`src/rtl/wave_ch_ctrl.sv`:
```
// Wave-channel register slice and control: NR30-NR34 byte registers, trigger
// sequencing, length counter, frequency timer and wave-position counter.
module wave_ch_ctrl #(
    parameter int FREQ_W = 11,
    parameter int LEN_W  = 8,
    parameter int POS_W  = 5,
    parameter int VOL_W  = 2
) (
    input  logic             cery_2mhz,
    input  logic             napu_reset,
    input  logic             apu_wr,
    input  logic             cpu_rd,
    input  logic [2:0]       addr,
    input  logic [7:0]       d_in,
    output logic [7:0]       d_out,
    output logic             d_oe,
    input  logic             tick_en,
    input  logic             len_tick,
    input  logic             test_rd,
    output logic             dac_en,
    output logic [VOL_W-1:0] volume,
    output logic             ch_active,
    output logic [POS_W-1:0] wave_pos,
    output logic             pos_step,
    output logic             trig
);

    localparam logic [LEN_W:0]    LEN_FULL = {1'b1, {LEN_W{1'b0}}};
    localparam logic [FREQ_W-1:0] TMR_MAX  = '1;

    logic              dac_en_q, dac_en_d;
    logic [VOL_W-1:0]  volume_q, volume_d;
    logic [FREQ_W-1:0] freq_q, freq_d;
    logic              len_en_q, len_en_d;
    logic [LEN_W:0]    len_cnt_q, len_cnt_d;
    logic [FREQ_W-1:0] timer_q, timer_d;
    logic [POS_W-1:0]  wave_pos_q, wave_pos_d;
    logic              ch_active_q, ch_active_d;
    logic              trig_q, trig_d;
    logic              pos_step_q, pos_step_d;
    logic              trig_pending_q, trig_pending_d;

    logic wr_nr30, wr_nr31, wr_nr32, wr_nr33, wr_nr34;

    assign wr_nr30 = apu_wr && (addr == 3'd0);
    assign wr_nr31 = apu_wr && (addr == 3'd1);
    assign wr_nr32 = apu_wr && (addr == 3'd2);
    assign wr_nr33 = apu_wr && (addr == 3'd3);
    assign wr_nr34 = apu_wr && (addr == 3'd4);

    always_comb begin
        dac_en_d       = dac_en_q;
        volume_d       = volume_q;
        freq_d         = freq_q;
        len_en_d       = len_en_q;
        len_cnt_d      = len_cnt_q;
        timer_d        = timer_q;
        wave_pos_d     = wave_pos_q;
        ch_active_d    = ch_active_q;
        trig_d         = 1'b0;
        pos_step_d     = 1'b0;
        trig_pending_d = trig_pending_q;

        // A taken trigger suppresses both the timer tick and the length tick.
        if (trig_pending_q) begin
            trig_d         = 1'b1;
            trig_pending_d = 1'b0;
            timer_d        = freq_q;
            wave_pos_d     = '0;
            ch_active_d    = dac_en_q;
            if (len_cnt_q == '0) begin
                len_cnt_d = LEN_FULL;
            end
        end else begin
            if (ch_active_q && tick_en) begin
                if (timer_q == TMR_MAX) begin
                    timer_d    = freq_q;
                    wave_pos_d = wave_pos_q + POS_W'(1);
                    pos_step_d = 1'b1;
                end else begin
                    timer_d = timer_q + FREQ_W'(1);
                end
            end
            if (len_tick && len_en_q && (len_cnt_q != '0) && !wr_nr31) begin
                len_cnt_d = len_cnt_q - (LEN_W+1)'(1);
                if (len_cnt_q == (LEN_W+1)'(1)) begin
                    ch_active_d = 1'b0;
                end
            end
        end

        if (wr_nr30) dac_en_d = d_in[7];
        if (wr_nr31) len_cnt_d = LEN_FULL - {1'b0, d_in[LEN_W-1:0]};
        if (wr_nr32) volume_d = d_in[4+VOL_W:5];
        if (wr_nr33) freq_d[7:0] = d_in;
        if (wr_nr34) begin
            freq_d[FREQ_W-1:8] = d_in[FREQ_W-9:0];
            len_en_d           = d_in[6];
            if (d_in[7]) trig_pending_d = 1'b1;
        end

        if (!dac_en_q) ch_active_d = 1'b0;
    end

    always_ff @(posedge cery_2mhz or negedge napu_reset) begin
        if (!napu_reset) begin
            dac_en_q       <= 1'b0;
            volume_q       <= '0;
            freq_q         <= '0;
            len_en_q       <= 1'b0;
            len_cnt_q      <= '0;
            timer_q        <= '0;
            wave_pos_q     <= '0;
            ch_active_q    <= 1'b0;
            trig_q         <= 1'b0;
            pos_step_q     <= 1'b0;
            trig_pending_q <= 1'b0;
        end else begin
            dac_en_q       <= dac_en_d;
            volume_q       <= volume_d;
            freq_q         <= freq_d;
            len_en_q       <= len_en_d;
            len_cnt_q      <= len_cnt_d;
            timer_q        <= timer_d;
            wave_pos_q     <= wave_pos_d;
            ch_active_q    <= ch_active_d;
            trig_q         <= trig_d;
            pos_step_q     <= pos_step_d;
            trig_pending_q <= trig_pending_d;
        end
    end

    // Unused read bits float high, matching the legacy bus.
    always_comb begin
        d_out = 8'hFF;
        case (addr)
            3'd0: d_out = {dac_en_q, 7'h7F};
            3'd2: d_out[4+VOL_W:5] = volume_q;
            3'd3: if (test_rd) d_out = timer_q[7:0];
            3'd4: d_out[6] = len_en_q;
            default: ;
        endcase
    end

    assign d_oe      = cpu_rd && (addr <= 3'd4);
    assign dac_en    = dac_en_q;
    assign volume    = volume_q;
    assign ch_active = ch_active_q;
    assign wave_pos  = wave_pos_q;
    assign pos_step  = pos_step_q;
    assign trig      = trig_q;

endmodule

```
`config.mk`:
```
export PLATFORM = sky130hd
export DESIGN_NAME = wave_ch_ctrl
export DESIGN_NICKNAME = d
export VERILOG_FILES = /design/src/rtl/wave_ch_ctrl.sv
export SDC_FILE = /design/constraint.sdc
export NUM_CORES = 1
export LEC_CHECK = 0
export ABC_AREA = 1
export BUFFER_PORTS_ARGS = -buffer_cell sky130_fd_sc_hd__buf_2
export CORE_UTILIZATION = 35
export CTS_CLUSTER_SIZE = 24
export DETAILED_ROUTE_END_ITERATION = 16
export GPL_ROUTABILITY_DRIVEN = 0
export SYNTH_ARGS = -nofsm -noshare
export SYNTH_HDL_FRONTEND = slang
export SYNTH_SLANG_ARGS = --single-unit
```
`constraint.sdc`:
```
create_clock -name cery_2mhz -period 2.22 [get_ports cery_2mhz]
set_clock_uncertainty 0.1 [all_clocks]
set_input_delay 0.222 -clock cery_2mhz [delete_from_list [all_inputs] [get_ports cery_2mhz]]
set_output_delay 0.222 -clock cery_2mhz [all_outputs]
set_load 0.02 [all_outputs]
```
==> results of run 1 <==
==> power by group through the flow <==
stage	Sequential, mW	Clock, mW	Combinational, mW
2_1_floorplan	1.14	0	0.724
3_3_place_gp	1.18	0	0.908
3_5_place_dp	1.17	0	0.924
4_1_cts	1.16	0.629	0.931
5_1_grt	1.19	0.671	1.08
6_report	1.16	0.613	0.932
==> sequential cells by signal, indices dropped and copies added, names as in the netlist <==
name and count:
trig_pending_q 1, wave_pos 5, freq_q 11, ch_active 1, volume 2, dac_en 1
pos_step 1, len_en_q 1, trig 1, timer_q 11, len_cnt_q 9
==> cells in the mapped netlist (3+ instances only) <==
library cell | n | area share, %
nand3_2 | 3 | 1.1
nand3_1 | 46 | 8.3
inv_1 | 47 | 6.3
nor2_2 | 4 | 0.90
nor2_1 | 35 | 4.7
xor2_1 | 4 | 1.3
nand2_1 | 121 | 16
nand4_1 | 5 | 1.1
a21oi_1 | 6 | 1.1
o21ai_1 | 7 | 1.3
o21ai_0 | 26 | 4.7
nand2_2 | 7 | 1.6
nor2_4 | 3 | 1.2
dfrtp_1 | 44 | 39
inv_2 | 6 | 0.81
xnor2_1 | 4 | 1.3
ha_1 | 6 | 2.7
buf_6 | 3 | 1.2
==> worst max path at each step <==
stage          slack (ns)  cells past startpoint                        to                      from
6_report             0.46                      9  len_cnt_q[5]$_DFFE_PN0P_  len_cnt_q[0]$_DFFE_PN0P_
3_3_place_gp         0.51                      8   wave_pos[4]$_DFFE_PN0P_     ch_active$_DFFE_PN0P_
5_1_grt              0.26                      9  len_cnt_q[8]$_DFFE_PN0P_  len_cnt_q[0]$_DFFE_PN0P_
3_5_place_dp         0.48                      9  len_cnt_q[5]$_DFFE_PN0P_  len_cnt_q[0]$_DFFE_PN0P_
2_1_floorplan        0.68                     10  len_cnt_q[8]$_DFFE_PN0P_  len_cnt_q[0]$_DFFE_PN0P_
4_1_cts              0.47                      9  len_cnt_q[3]$_DFFE_PN0P_  len_cnt_q[0]$_DFFE_PN0P_
==> area by class of cell <==
type	count	area, um^2
Fill cell	815	4538
Clock buffer	6	72.57
Clock inverter	2	35.03
Tap cell	102	127.6
Inverter	53	198.9
Sequential cell	44	1101
Timing Repair Buffer	39	215.2
Multi-Input combinational cell	290	1439
==> logic make-up (layout without fill, tap and decap cells) <==
family	count (synthesis)	after routing	share of synthesized area [%]
multiplexers	1	1	0.3588
AND/OR/NAND/NOR	231	231	37.67
buffers and inverters	59	100	8.969
flip-flops	44	44	39.46
adder cells (fa/ha/maj)	6	6	2.691
XOR/XNOR	8	8	2.511
AO/OA/AOI/OAI	44	44	8.341
==> layout by cell type (no fill, tap or decap) <==
master         instances
nand2_2                7
nor2_1                35
nand4_1                5
nor2_4                 3
buf_2                 37
o21bai_1               1
inv_2                  6
ha_1                   6
clkbuf_8               5
nand2_4                2
xor2_1                 4
or2_2                  1
nand3_2                3
mux2i_1                1
o31ai_1                1
clkbuf_1               1
o21a_1                 1
nor3_4                 2
o21ai_0               26
nor3_1                 2
dlygate4sd3_1          1
clkinv_2               1
o22ai_1                1
bufinv_16              1
a21oi_1                6
nor2_2                 4
o21ai_2                1
nand3_1               46
inv_1                 47
dfrtp_1               44
nand2_1              121
buf_12                 1
xnor2_1                4
o21ai_1                7
==> metrics by stage <==
step | setup slack (ns) | power (mW)
final | 0.4599 | 2.710
after global routing | 0.2571 | 2.950
after CTS | 0.4675 | 2.722
after detailed placement | 0.4760 | 2.099
after global placement | 0.5089 | 2.086
after floorplan | 0.6757 | 1.862
==> metal layers <==
metal  up-vias  part of all wire [%]
li1       1327                     -
met4         0                   1.3
met1      1180                    46
met3         8                   4.8
met5         -                     0
met2        61                    48
==> critical path: stages (launching register included) <==
cell and delay (ns):
dfrtp_1 0.41, inv_1 0.15, ha_1 0.20, nand2_1 0.06, nor2_1 0.10, nand2_1 0.07
nand3_2 0.10, nand3_2 0.26, nand2_1 0.16, nand2_1 0.05
==> results, run 1 <==
- Yosys printed 0 warnings.
- The path category of the worst min-delay check is in2reg.
- The internal power of the cells totals 1.665 mW.
- The proportion of power drawn by the clock network is 22.6%.
- In this run, synthesis inferred 0 flip-flops with an integrated enable.
- The final critical path time including I/O delays and setup is 1.760 ns.
- For the worst setup path, the data required time is 2.31 ns.
- The die is 91.29 um tall.
- Derived from the worst setup path, the maximum achievable clock frequency is 0.5682 GHz.
- The share of total power in combinational logic is 34.4%.
- The busiest layer in global routing is met2.
- Entering global routing, the biggest net connects 25 pins.
- Setup repair after global routing left no endpoint under its margin.
- The TritonCTS buffer count is 5.
- The mapped cell area is 2790 um^2.
- In this run the clock root is driven by a clkbuf_8.
- The met2 routing resource usage after global routing is 29.80%.
- The slew of the pin with the lowest slew margin is 0.5496 ns.
- The I/O pin total is 38.
- The effective utilization at floorplan is 36.11%.
- The power density relative to cell area is 849.7 nW/um^2.
- The startpoint identified for the worst hold timing path is d_in[1].
- The static leakage is 1.644 nW.
- The wire length per cell is 12.50 um.
- After the last flow step, the layout net total stands at 457.
- The synthesized instance count is 393.
- Setup violations remaining at the end of the flow were counted as 0.
- The most used flip-flop cell after synthesis is dfrtp_1.
- The wire-length estimate of the detail-placed layout is 5260 um.
- TritonCTS built the clock tree.
- The share of total power in sequential cells is 43.0%.
- The internal reg-to-reg setup slack is 0.46 ns.
- Global routing used 17.53% of the available tracks across all layers.
- CTS saw 44 sinks.
- The number of cells after detailed placement is 527.
- The core region is 7727 um^2.
- Compared with the post-synthesis result, the final layout area differs by 14.30%.
- In this run the horizontal extent of the chip is 91.29 um.
- The clock-pin slew on the worst setup and hold paths is 0.09 ns.
- The cell depth of the worst flop-to-flop path is 9.
- The number of cell rows is 32.
- The critical path start-end classification is reg2reg.
- The worst pin sits at a relative slew slack of 63.36%.
- The die outline area is 8333 um^2.
- Of the cells placed in the final design, the portion with a size suffix greater than 1 is 17.05%.
- Dividing the detail-routed via count by the number of cells gives 4.806.
- The post-route cell area is 3189 um^2.
- The destination of the worst register-to-register timing path is len_cnt_q[5]$_DFFE_PN0P_.
- The number of design rule violations left after detail routing is 0.
- The peak fanout along the critical path is 14.
- The number of nets with antenna violations after routing is 0.
- After detailed placement, the total cell area comes to 3072 um^2.
- The number of global-route vias before repair is 2,498.
- Data arrives at the worst endpoint at 1.85 ns.
- After synthesis, the share of flip-flops with an asynchronous set or reset is 100.0%.
- The worst setup path is captured at a flip-flop.
- Of the total power, the share spent switching nets is 38.56%.
- The total net switching power is 1.045 mW.
- The number of buffers inserted by post-CTS setup repair is 0.
- The sequential cell area fraction in the yosys report is 39.46%.
- The global-route track usage on met1 is 23.31%.
- The detailed router finished its first iteration with 120 violations.
- The final hold slack is 0.1694 ns.
- Cells fill 41.27% of the core in the end.
- The final clock period utilization by the worst path is 79.28%.
- The number of max-cap violations is 0.
- The net count of the mapped netlist is 417.
- The hold buffer count at CTS is 1.
- STA classifies the critical path startpoint as a flip-flop.
- In this run the number of H-tree levels came out at 2.
- The worst hold path stage count is 3.
- The number of antenna violations at the first check in global routing is 0.
- The count of endpoints failing hold in the final timing report is 0.
- The flow ran to the end, and the final reports show no timing, DRC or antenna violations.
- The maximum ir drop on the vdd rail is 0.0005190 V.
- 0 antenna diodes ended up in the layout.
- In this run, post-CTS repair resized a total of 0 instances.
- Excluding fillers, the count of instances in the completed layout stands at 536.
- The number of buffer cells added on primary ports is 37.
- The number of vias after detailed routing is 2,576.
- The met3 routing resource usage after global routing is 2.764%.
- The number of buffers on the longest clock path is 2.
- The later pin in the worst-skew pair is clocked with a latency of 0.29 ns.
- Adding up every negative setup slack in the final design gives 0 ns.
- The post-synthesis sequential element count is 44.
- The endpoint of the worst hold path is freq_q[9]$_DFFE_PN0N_.
- After synthesis, the netlist uses 30 different library cells.
- The first detailed-routing pass ran for 4 iterations.
- The total wirelength of the detailed-routed design is 6702 um.
- The sum of overflow across all layers after global routing is 0.
- The wire length of the first global-routing pass is 11,690 um.
- The startpoint of the lowest-slack register-to-register path is len_cnt_q[0]$_DFFE_PN0P_.
- In this run the mean area of a mapped cell was 7.100 um^2.
- The number of pins exceeding their max-slew limit in the final report came to 0.
Note: power is estimated with default switching activity, not from simulation.
==> run 2: changes to the inputs <==
Clock period 2.22 ns to 1.65 ns, I/O delays scaled along.
==> run 2 against run 1 <==
Effect of this change: wire length rose by 4.5%; total power grew 40%; register-to-register slack got worse by 0.37 ns.
==> results, run 2 (synthesis gave the netlist of run 1 again) <==
- The largest net degree at the start of global routing is 45 (+80%).
- The effective utilization at floorplan was 36.11% (unchanged).
- The delay of the slowest cell on the worst path is 0.39 ns (-0.02 ns).
- The critical path start-end classification is reg2out.
- The I/O pin total is 38 (unchanged).
- The number of failing setup endpoints in the final timing report is 0 (unchanged).
- TritonCTS built the clock tree.
- The internal reg-to-reg setup slack is 0.09 ns (-0.37 ns).
- The data required time of the worst path was 1.38 ns (-0.93 ns).
- The maximum ir drop on the vdd rail is 0.0006788 V (+31%).
- Setup repair after global routing could not meet its margin everywhere.
- The number of buffers on the longest clock path is 2 (unchanged).
- Clock tree synthesis selected as its root buffer the cell clkbuf_8.
- The number of max-cap violations is 0 (unchanged).
- The antenna cell count is 0 (unchanged).
- The highest attainable clock frequency is 0.6344 GHz.
- The count of endpoints failing hold in the final timing report is 0 (unchanged).
- The cell depth of the worst flop-to-flop path is 8 (-1).
- The number of buffer cells added on primary ports is 37 (unchanged).
- The clock-pin slew on the worst setup and hold paths came to 0.10 ns (about the same).
- The headroom to the max-slew limit is 71.22% (+7.9 points).
- The commonest non-fill, non-tap cell in the layout is nand2_1.
- The number of fill cells in the layout is 789 (-3.2%).
- The total number of H-tree levels was 2 (unchanged).
- The flow ran to the end, and the final reports show no timing, DRC or antenna violations.
- Among all stages on the critical path, the largest delay is contributed by dfrtp_1.
- The via density per instance is 4.875 (+1.4%).
- The number of design rule violations left after detail routing was 0 (unchanged).
- The worst register-to-register path begins at timer_q[1]$_DFFE_PN0P_.
- The top cell types in the final layout, fill and taps aside, are nand2_1 (120), nand3_1 (46), inv_1 (44), dfrtp_1 (44), buf_2 (37).
- The count of nets after finishing is 474 (+3.7%).
- The number of pins exceeding their max-slew limit in the final report came to 0 (unchanged).
- The wire length per cell was 12.66 um (+1.3%).
- The ratio of cells with drive above 1 in the final layout came to 21.95% (+4.9 points).
- The die extent in y came to 91.29 um (unchanged).
- The destination of the worst register-to-register timing path is timer_q[1]$_DFFE_PN0P_.
- The wire length of the first global-routing pass is 11,590 um (-0.88%).
- The worst setup path is captured at an output pin.
- Dividing the final minimum period by the clock period gives 95.53%.
- The number of clock sinks seen by CTS was 44 (unchanged).
- The number of antenna violations at the first check in global routing is 0 (unchanged).
- The path class of the tightest hold or removal check is in2reg.
- The data arrival time of the critical path is 1.31 ns (-0.54 ns).
- The die outline area is 8333 um^2 (unchanged).
- The final critical path time including I/O delays and setup is 1.576 ns.
- The clock latency reported for the late side of the worst-skew pair is 0.30 ns (about the same).
- The slew of the pin with the lowest slew margin is 0.4303 ns (-0.1193 ns).
- The static leakage is 1.756 nW (+6.8%).
- The number of vias after detailed routing was 2,696 (+4.7%).
- The total chip power is 3.803 mW (+40%).
- The number of nets with antenna violations after routing was 0 (unchanged).
- The horizontal extent of the die is 91.29 um (unchanged).
- The total wirelength of the detailed-routed design was 7001 um (+4.5%).
- The first-iteration detailed-routing DRC count is 148 (+23%).
- The number of iterations in the first detailed-routing pass is 5 (+1).
- The power density relative to cell area was 1122 nW/um^2 (+32%).
- The final hold slack is 0.09681 ns (-0.07263 ns).
- The number of cell rows came to 32 (unchanged).
- The hold path startpoint is d_in[4].
- The overall global routing resource usage is 17.21% (-0.32 points).
- The sum of overflow across all layers after global routing is 0 (unchanged).
- The path with the worst hold slack has its endpoint at freq_q[4]$_DFFE_PN0P_.
- The category of the worst setup path launch point is a flip-flop.
- The core outline area is 7727 um^2 (unchanged).
- The area growth from synthesis to layout is 21.48%.
- The post-DP HPWL is 5293 um (+0.62%).
- The peak fanout along the critical path is 6 (-8).
- Walking the worst path, the cells encountered are buf_4 > o21ai_1 > nand3_1 > buf_2.
- The largest registers in the layout are freq_q x11, timer_q x11, len_cnt_q x9.
- The number of global-route vias before repair is 2,532 (+1.4%).
- The worst hold path stage count was 3 (unchanged).
- The TritonCTS buffer count is 5 (unchanged).
-- run 2: cell count changes in the layout (fill, tap and decap cells not counted), sizes merged --
cell | before | now
nand3 | 49 | 50
nand2 | 130 | 131
clkinv | 1 | 2
buf | 38 | 53
clkbuf | 6 | 5
-- run 2: critical path: cells and delay by family (launching register included) --
kind                   cells  cell delay (ns)
flip-flops                 1             0.39
AO/OA/AOI/OAI              1             0.20
buffers and inverters      2             0.33
AND/OR/NAND/NOR            1             0.09
-- run 2: power breakdown --
group / leakage, nW / switching, mW / total, mW / internal (mW)
combinational: 1.13 / 0.833 / 1.41 / 0.581
clock: 0.0583 / 0.398 / 0.855 / 0.457
sequential: 0.569 / 0.227 / 1.53 / 1.31
-- run 2: cell type report --
cell class / instances / area [um^2] / share of cell area (%)
clock buffer: 5 / 68.82 / 2.030
clock inverter: 3 / 47.55 / 1.403
inverter: 53 / 201.4 / 5.943
multi-input combinational: 292 / 1515 / 44.70
sequential: 44 / 1101 / 32.48
tap: 102 / 127.6 / 3.765
timing repair buffer: 54 / 327.8 / 9.671
-- run 2: stage by stage --
stage	std cells	setup slack, ns	area (um^2)	util (%)	setup TNS [ns]
floorplan	393	0.1057	2790	-	0
global placement	540	0.01591	3169	41.01	0
detailed placement	540	-0.006047	3169	41.01	-0.006219
CTS	549	0.001749	3303	42.75	0
global route	553	-0.01474	3390	43.86	-0.03340
finish	553	0.07382	3390	43.86	0
-- run 2: per-layer routing --
layer	routed length [um]	track usage [%]	up-vias
met5	0	0	-
met4	101	5.556	0
li1	-	-	1369
met3	314	2.345	10
met1	3211	22.47	1242
met2	3373	29.36	75
-- run 2: worst max-delay path by stage --
| stage | startpoint | to | slack, ns | cells after the start |
|---|---|---|---|---|
| final | timer_q[6]$_DFFE_PN0P_ | d_out[6] | 0.07 | 4 |
| after global routing | timer_q[0]$_DFFE_PN0P_ | wave_pos[2]$_DFFE_PN0P_ | -0.01 | 7 |
| after CTS | timer_q[6]$_DFFE_PN0P_ | d_out[6] | 0.002 | 4 |
| after detailed placement | len_cnt_q[0]$_DFFE_PN0P_ | len_cnt_q[2]$_DFFE_PN0P_ | -0.006 | 9 |
| after global placement | timer_q[0]$_DFFE_PN0P_ | wave_pos[0]$_DFFE_PN0P_ | 0.02 | 8 |
| after floorplan | len_cnt_q[0]$_DFFE_PN0P_ | len_cnt_q[8]$_DFFE_PN0P_ | 0.11 | 10 |
-- run 2: what timing repair did --
item                       in CTS  in global routing
pin swaps                       0                  4
hold endpoints to repair       44                  0
resized for setup               1                 15
setup buffers                   0                  2
setup endpoints to repair       7                 25
gates cloned                    0                  2
hold buffers                    1                  0
